File: config.mk
export PLATFORM = sky130hd
export DESIGN_NAME = change_dispenser
export DESIGN_NICKNAME = d
export VERILOG_FILES = /design/src/rtl/change_dispenser.sv
export SDC_FILE = /design/constraint.sdc
export NUM_CORES = 1
export LEC_CHECK = 0
export CAP_MARGIN = 10
export CORE_ASPECT_RATIO = 1.75
export CORE_MARGIN = 3
export CORE_UTILIZATION = 45
export CTS_BUF_LIST = sky130_fd_sc_hd__clkbuf_4 sky130_fd_sc_hd__clkbuf_8
export DETAILED_ROUTE_END_ITERATION = 16
export PLACE_DENSITY_LB_ADDON = 0.05
export SLEW_MARGIN = 20
export SYNTH_ARGS = -nofsm -noshare
export SYNTH_HDL_FRONTEND = slang
export SYNTH_SLANG_ARGS = --single-unit
File: constraint.sdc
create_clock -name clk -period 3.49 [get_ports clk]
set_input_delay 0.5235 -clock clk [delete_from_list [all_inputs] [get_ports clk]]
set_output_delay 0.5235 -clock clk [all_outputs]
set_load 0.05 [all_outputs]
File: src/rtl/change_dispenser.sv
// Greedy 10/5/1 change payout to a coin hopper over a valid/ack handshake.
// Define CHANGE_INV_EN to model per-tube coin inventory and report shortfall.
module change_dispenser #(
    parameter int unsigned AMT_W    = 6,
    parameter int unsigned COIN_HI  = 10,
    parameter int unsigned COIN_MID = 5,
    parameter int unsigned COIN_LO  = 1,
    parameter int unsigned INV_W    = 4,
    parameter int unsigned INIT_INV = 8
) (
    input  logic             clk,
    input  logic             reset,
    input  logic             refund_valid,
    input  logic [AMT_W-1:0] refund_amount,
    output logic             refund_ready,
    output logic [AMT_W-1:0] eject_coin,
    output logic             eject_valid,
    input  logic             eject_ack,
    output logic             done,
    output logic             short,
    output logic [AMT_W-1:0] shortfall,
    output logic             busy
);

    localparam logic [AMT_W-1:0] HI  = AMT_W'(COIN_HI);
    localparam logic [AMT_W-1:0] MID = AMT_W'(COIN_MID);
    localparam logic [AMT_W-1:0] LO  = AMT_W'(COIN_LO);

    // The reload count must fit in a tube counter.
    if (INIT_INV >= (64'd1 << INV_W)) begin : g_bad_inv
        $error("INIT_INV does not fit in INV_W bits");
    end

    typedef enum logic [1:0] {
        S_IDLE,
        S_SELECT,
        S_EJECT,
        S_DONE
    } state_t;

    state_t           state;
    logic [AMT_W-1:0] remaining;
    logic [2:0]       avail_c;
    logic             sel_found_c;
    logic [AMT_W-1:0] sel_coin_c;

`ifdef CHANGE_INV_EN
    logic [INV_W-1:0] tube_hi;
    logic [INV_W-1:0] tube_mid;
    logic [INV_W-1:0] tube_lo;

    assign avail_c = {tube_hi != '0, tube_mid != '0, tube_lo != '0};
`else
    assign avail_c   = 3'b111;
    assign short     = 1'b0;
    assign shortfall = '0;
`endif

    // Largest stocked denomination that does not exceed what is still owed.
    always_comb begin
        sel_found_c = 1'b0;
        sel_coin_c  = '0;
        if (avail_c[2] && (HI <= remaining)) begin
            sel_found_c = 1'b1;
            sel_coin_c  = HI;
        end else if (avail_c[1] && (MID <= remaining)) begin
            sel_found_c = 1'b1;
            sel_coin_c  = MID;
        end else if (avail_c[0] && (LO <= remaining)) begin
            sel_found_c = 1'b1;
            sel_coin_c  = LO;
        end
    end

    always_ff @(posedge clk) begin
        if (!reset) begin
            state        <= S_IDLE;
            refund_ready <= 1'b1;
            eject_valid  <= 1'b0;
            eject_coin   <= '0;
            done         <= 1'b0;
            busy         <= 1'b0;
            remaining    <= '0;
`ifdef CHANGE_INV_EN
            short        <= 1'b0;
            shortfall    <= '0;
            tube_hi      <= INV_W'(INIT_INV);
            tube_mid     <= INV_W'(INIT_INV);
            tube_lo      <= INV_W'(INIT_INV);
`endif
        end else begin
            case (state)
                S_IDLE: begin
                    if (refund_valid) begin
                        remaining    <= refund_amount;
                        refund_ready <= 1'b0;
                        busy         <= 1'b1;
                        if (refund_amount == '0) begin
                            state <= S_DONE;
                            done  <= 1'b1;
                        end else begin
                            state <= S_SELECT;
                        end
                    end
                end
                S_SELECT: begin
                    if (sel_found_c) begin
                        eject_coin  <= sel_coin_c;
                        eject_valid <= 1'b1;
                        state       <= S_EJECT;
                    end else begin
                        state <= S_DONE;
                        done  <= 1'b1;
`ifdef CHANGE_INV_EN
                        short     <= 1'b1;
                        shortfall <= remaining;
`endif
                    end
                end
                S_EJECT: begin
                    if (eject_ack) begin
                        remaining   <= remaining - eject_coin;
                        eject_valid <= 1'b0;
                        eject_coin  <= '0;
`ifdef CHANGE_INV_EN
                        if ((eject_coin == HI) && (tube_hi != '0)) begin
                            tube_hi <= tube_hi - INV_W'(1);
                        end else if ((eject_coin == MID) && (tube_mid != '0)) begin
                            tube_mid <= tube_mid - INV_W'(1);
                        end else if ((eject_coin == LO) && (tube_lo != '0)) begin
                            tube_lo <= tube_lo - INV_W'(1);
                        end
`endif
                        if (remaining == eject_coin) begin
                            state <= S_DONE;
                            done  <= 1'b1;
                        end else begin
                            state <= S_SELECT;
                        end
                    end
                end
                S_DONE: begin
                    done         <= 1'b0;
                    refund_ready <= 1'b1;
                    busy         <= 1'b0;
                    state        <= S_IDLE;
`ifdef CHANGE_INV_EN
                    short        <= 1'b0;
                    shortfall    <= '0;
`endif
                end
                default: state <= S_IDLE;
            endcase
        end
    end

endmodule

Word level (Yosys, flattened, before mapping)
Cells that the tools add are included.
- bits in registers: 18
- input bits: 10
- output and inout bits: 17
- word-level logic and storage cells: 62
- $add $sub $neg: 1
- magnitude comparators: 3
- equality and inequality tests: 10
- muxes and demuxes: 31
- reductions and logical operators: 10
- operators by type and width (kind ; count):
    6-bit 2-to-1 mux ; 5
    6-bit one-hot mux with 2 select lines ; 2
    1-bit 2-to-1 mux ; 14
    2-bit inequality test (second input constant) ; 6
    2-bit 2-to-1 mux ; 4
    2-bit one-hot mux with 4 select lines ; 1
    6-bit == test ; 1
    1-bit by 6-bit less-or-equal comparator with 1-bit output (first input constant) ; 1
    3-bit by 6-bit less-or-equal comparator with 1-bit output (first input constant) ; 1
    4-bit by 6-bit less-or-equal comparator with 1-bit output (first input constant) ; 1
    6-bit zero test ; 1
    1-bit one-hot mux with 2 select lines ; 3
    3-bit AND reduction ; 2
    2-bit nonzero test ; 3
    6-bit subtractor ; 1
    5-bit AND reduction ; 1
    2-bit == test (second input constant) ; 2
    1-bit one-hot mux with 4 select lines ; 1
    2-bit AND reduction ; 2
    3-bit 2-to-1 mux ; 1
    2-bit by 1-bit == test with 1-bit output (second input constant) ; 1
    2-bit zero test ; 1

Depth between registers and ports, before layout
- depth after elaboration: 6
- gate-level depth with buffers: 8
- mapped depth without buffers: 8

Worst setup path after synthesis
No wires, ideal clock.
- path kind: register to register
- from: reg eject_coin[0]
- to: reg remaining[4]
- setup time: 118 ps
- arrival: 1765 ps
- data required time: 3372 ps
- slack: 1606 ps
- cell stages (with the launch flop): 8
- buffers on the path: 0
- period minus slack after synthesis: 1884 ps
- cells stage by stage: dfxtp_1 > ha_1 > fa_1 > nand2b_1 > o2bb2ai_1 > a22o_1 > a22oi_1 > nor2b_1
- word-level cells in the longest chain between the ends: 3
- RTL lines (item ; RTL line ; RTL):
    start: declaration ; 16 ; output logic [AMT_W-1:0] eject_coin,
    start signal: assignment ; 108 ; eject_coin <= sel_coin_c;
    6-bit subtractor ; 122 ; remaining <= remaining - eject_coin;
    6-bit 2-to-1 mux ; 121 ; if (eject_ack) begin
    6-bit one-hot mux with 2 select lines ; 92 ; case (state)
    end signal: assignment ; 95 ; remaining <= refund_amount;
    end signal: assignment ; 122 ;
    end: declaration ; 42 ; logic [AMT_W-1:0] remaining;
No other way between the ends. The select of a mux whose other input is x is not followed.
A chain may end at the register's enable or synchronous reset.

==> run_results.csv <==
group,metric,value,unit
synthesis,ys.flop_type,"dfxtp_1",
global_route,grt_pass1_vias,904,
sta,drv_slew,0,
power_and_ir_drop,combPwrFrac,0.609,
global_route,grt_util_met3,0.0312,
final_layout,n_antenna_cell,0,
worst_setup_path,critPathBufInv,1,
power_and_ir_drop,seqPwrFrac,0.287,
clocking,cts.clk_slew.worst_paths,0.09,ns
min_path,hp-start,"done",
worst_setup_path,cp_cell_sequence,"clkdlybuf4s50_1",
power_and_ir_drop,intPower,542,uW
routing,first_pass_iters,4,
floorplan,rows,22,
clocking,cts_hold_buf,0,
placed_design,portBuffers,17,
worst_setup_path,crit_required,2.97,ns
min_path,hp-class,"reg -> reg",
worst_setup_path,ff2ff_setup_slack,1.63,ns
sta,relSlewSlack,0.573,
floorplan,initial_core_util,0.487,
synthesis,async_flop_share,0,
global_route,grtUsageMet2,0.312,
run_status,outcome,"finished, final reports clean",
min_path,whs_path_depth,2,
clocking,root_buffer,"clkbuf_4",
worst_setup_path,reg2reg_from,"remaining[0]",
floorplan,die_x,42.4,um
routing,drc,0,
global_route,grt_max_degree,21,
synthesis,ys_warn_count,0,
power_and_ir_drop,pwr-share-clk,0.104,
power_and_ir_drop,power.density,867,mW/mm2
clocking,insertion_delay,0.29,ns
global_route,use_met1,0.152,
synthesis,syn-cell-area,0.00105,mm2
worst_setup_path,crit_type,"reg -> out",
global_route,grt_use_total,0.168,
worst_setup_path,arrival,1.58,ns
worst_setup_path,reg2regPathDepth,8,
worst_setup_path,start_kind,"flop",
clocking,numCtsBuffers,3,
final_layout,fill_cells,226,
floorplan,die_h,69.8,um
synthesis,synth-xor-area-share,0.0167,
power_and_ir_drop,switching_share,0.484,
floorplan,core,0.00215,mm2
sta,skew,0.00242,ns
final_layout,regArea,300,um2
clocking,cts_tree,"yes",
sta,rsz0062_at_grt,"false",
sta,min_period,2.10,ns
synthesis,synth_seq_cells,15,
sta,fmax,475,MHz
run,cap_violations,0,
synthesis,synth_top_family_by_area,"simple AND/OR/NAND/NOR gates",
placed_design,globalplace.congestion,0.797,
clocking,cts.sinks,15,
synthesis,synthAdderAreaFrac,0.0670,
routing,drtAntennaViolNets,0,
floorplan,dieArea,0.00296,mm2
worst_setup_path,crit_slowest_cell,"clkdlybuf4s50_1",
synthesis,ys_types,39,
global_route,busiest_layer,"met2",
final_layout,multi_input_comb_area,648,um2
sta,tightest_slew,0.638,ns
sta,hold_viol_final,0,
synthesis,synthCells,128,
synthesis,synth_area_per_cell,8.17,um2
routing,wl_per_cell,14.1,um
min_path,min_to,"done",
clocking,cts_setup_buffers,0,
routing,drt_wl_total,2350,um
synthesis,synth_compound_area_frac,0.240,
final_layout,nNetsFinal,158,
routing,drtIter0Drc,12,
sta,whs,0.464,ns
power_and_ir_drop,ir_drop,454,uV
worst_setup_path,max_stage_delay,0.84,ns
global_route,antenna_found_initial,0,
routing,avgViaCountPerCell,5.47,
placed_design,dp_hpwl,1840,um
worst_setup_path,path_delay_family,"buffers and inverters",
clocking,cts-htree-levels,1,
power_and_ir_drop,p_leak,0.519,nW
worst_setup_path,end_kind,"output port",
final_layout,area_growth_syn_to_layout,15.9,%
routing,vias,908,
sta,period_share,0.603,
worst_setup_path,crit_fanout,5,
global_route,grt_first_pass_wirelength,3830,um
synthesis,seq_area_frac_synth,0.287,
power_and_ir_drop,p_switching,509,uW
final_layout,drive_above_1_share,0.0845,
sta,fin_setup_tns,0,ns
global_route,grt-ovfl-total,0,
synthesis,muxShareOfSynthArea,0.00957,
sta,setup_violations,0,
floorplan,ioPinCount,27,
synthesis,yosys.area_share.simple,0.254,
synthesis,synth-edff-count,0,
clocking,cts.path.max_buffers,2,
worst_setup_path,rr_endpoint,"remaining[4]",
clocking,cts_resized,0,
cell usage after synthesis, types with 2 or more instances:
library cell | number | area (um2)
nand2_1 | 16 | 60.1
dfxtp_1 | 15 | 300
buf_4 | 10 | 75.1
nor2_1 | 10 | 37.5
a21oi_1 | 7 | 35.0
inv_1 | 7 | 26.3
o211ai_1 | 5 | 37.5
o21ai_0 | 5 | 25.0
ha_1 | 4 | 50.1
nand4_1 | 4 | 25.0
buf_2 | 3 | 15.0
clkbuf_1 | 3 | 11.3
nand2b_1 | 3 | 18.8
nor2b_1 | 3 | 18.8
o211a_1 | 3 | 30.0
a22oi_1 | 2 | 15.0
and2b_1 | 2 | 15.0
nand3_1 | 2 | 10.0
nand3b_1 | 2 | 15.0
o2bb2ai_1 | 2 | 17.5
or4_4 | 2 | 22.5
layout make-up:
class,instances,share of cell area
Sequential cell,15,0.248
Clock buffer,4,0.0248
Inverter,7,0.0217
Tap cell,24,0.0248
Multi-Input combinational cell,98,0.535
Timing Repair Buffer,18,0.147
through the flow:
stage	instances	worst slack [ns]	total power [mW]	util	area, um2
finish	166	1.39	1.05	0.565	1210
global route	166	1.32	1.14	0.565	1210
CTS	166	1.36	1.06	0.565	1210
detailed placement	162	1.36	0.946	0.551	1180
global placement	162	1.38	0.942	0.551	1180
floorplan	136	1.61	0.804	-	1080
state kept, by name, summed over array words and instances, names as in the netlist:
register and count:
busy 1, done 1, eject_coin 3, eject_valid 1, refund_ready 1, remaining 6, state 2
power by group through the flow:
stage	clock network [mW]	registers [mW]	logic, mW
final	0.110	0.302	0.640
after global routing	0.119	0.311	0.706
after CTS	0.114	0.301	0.646
after detailed placement	0	0.305	0.641
after global placement	0	0.304	0.637
after floorplan	0	0.349	0.454
routing by layer:
metal / up-vias / wire length, um
met5: - / 0
met4: 0 / 85
met3: 9 / 83
met2: 25 / 1270
met1: 415 / 908
li1: 459 / -
logic make-up after synthesis:
| group | count (synthesis) |
|---|---|
| simple gates | 49 |
| compound gates | 32 |
| buf+inv | 23 |
| flops | 15 |
| fa+ha+maj | 5 |
| xor+xnor | 2 |
| other cells | 1 |
| mux | 1 |
worst max-delay path by stage:
stage	start	to	slack (ns)	depth (start not counted)
after floorplan	eject_coin[0]	remaining[4]	1.61	7
after global placement	refund_amount[3]	done	1.38	5
after detailed placement	refund_amount[3]	done	1.36	5
after CTS	eject_coin[1]	eject_coin[3]	1.36	1
after global routing	eject_coin[1]	eject_coin[1]	1.32	1
final	eject_coin[1]	eject_coin[3]	1.39	1
cells in the final DEF, fill, tap and decap left out, types with 2 or more instances in the layout:
cell type,instances
nor2_1,10
a21oi_1,7
o21ai_0,5
o2bb2ai_1,2
o211a_1,3
nor2b_1,3
o211ai_1,5
nand3_1,2
dfxtp_1,15
a22oi_1,2
inv_1,7
nand4_1,4
nand2_1,16
clkdlybuf4s50_1,17
conb_1,9
clkbuf_4,4
or4_4,2
nand2b_1,3
nand3b_1,2
and2b_1,2
ha_1,4
Note: power is estimated with default switching activity, not from simulation.
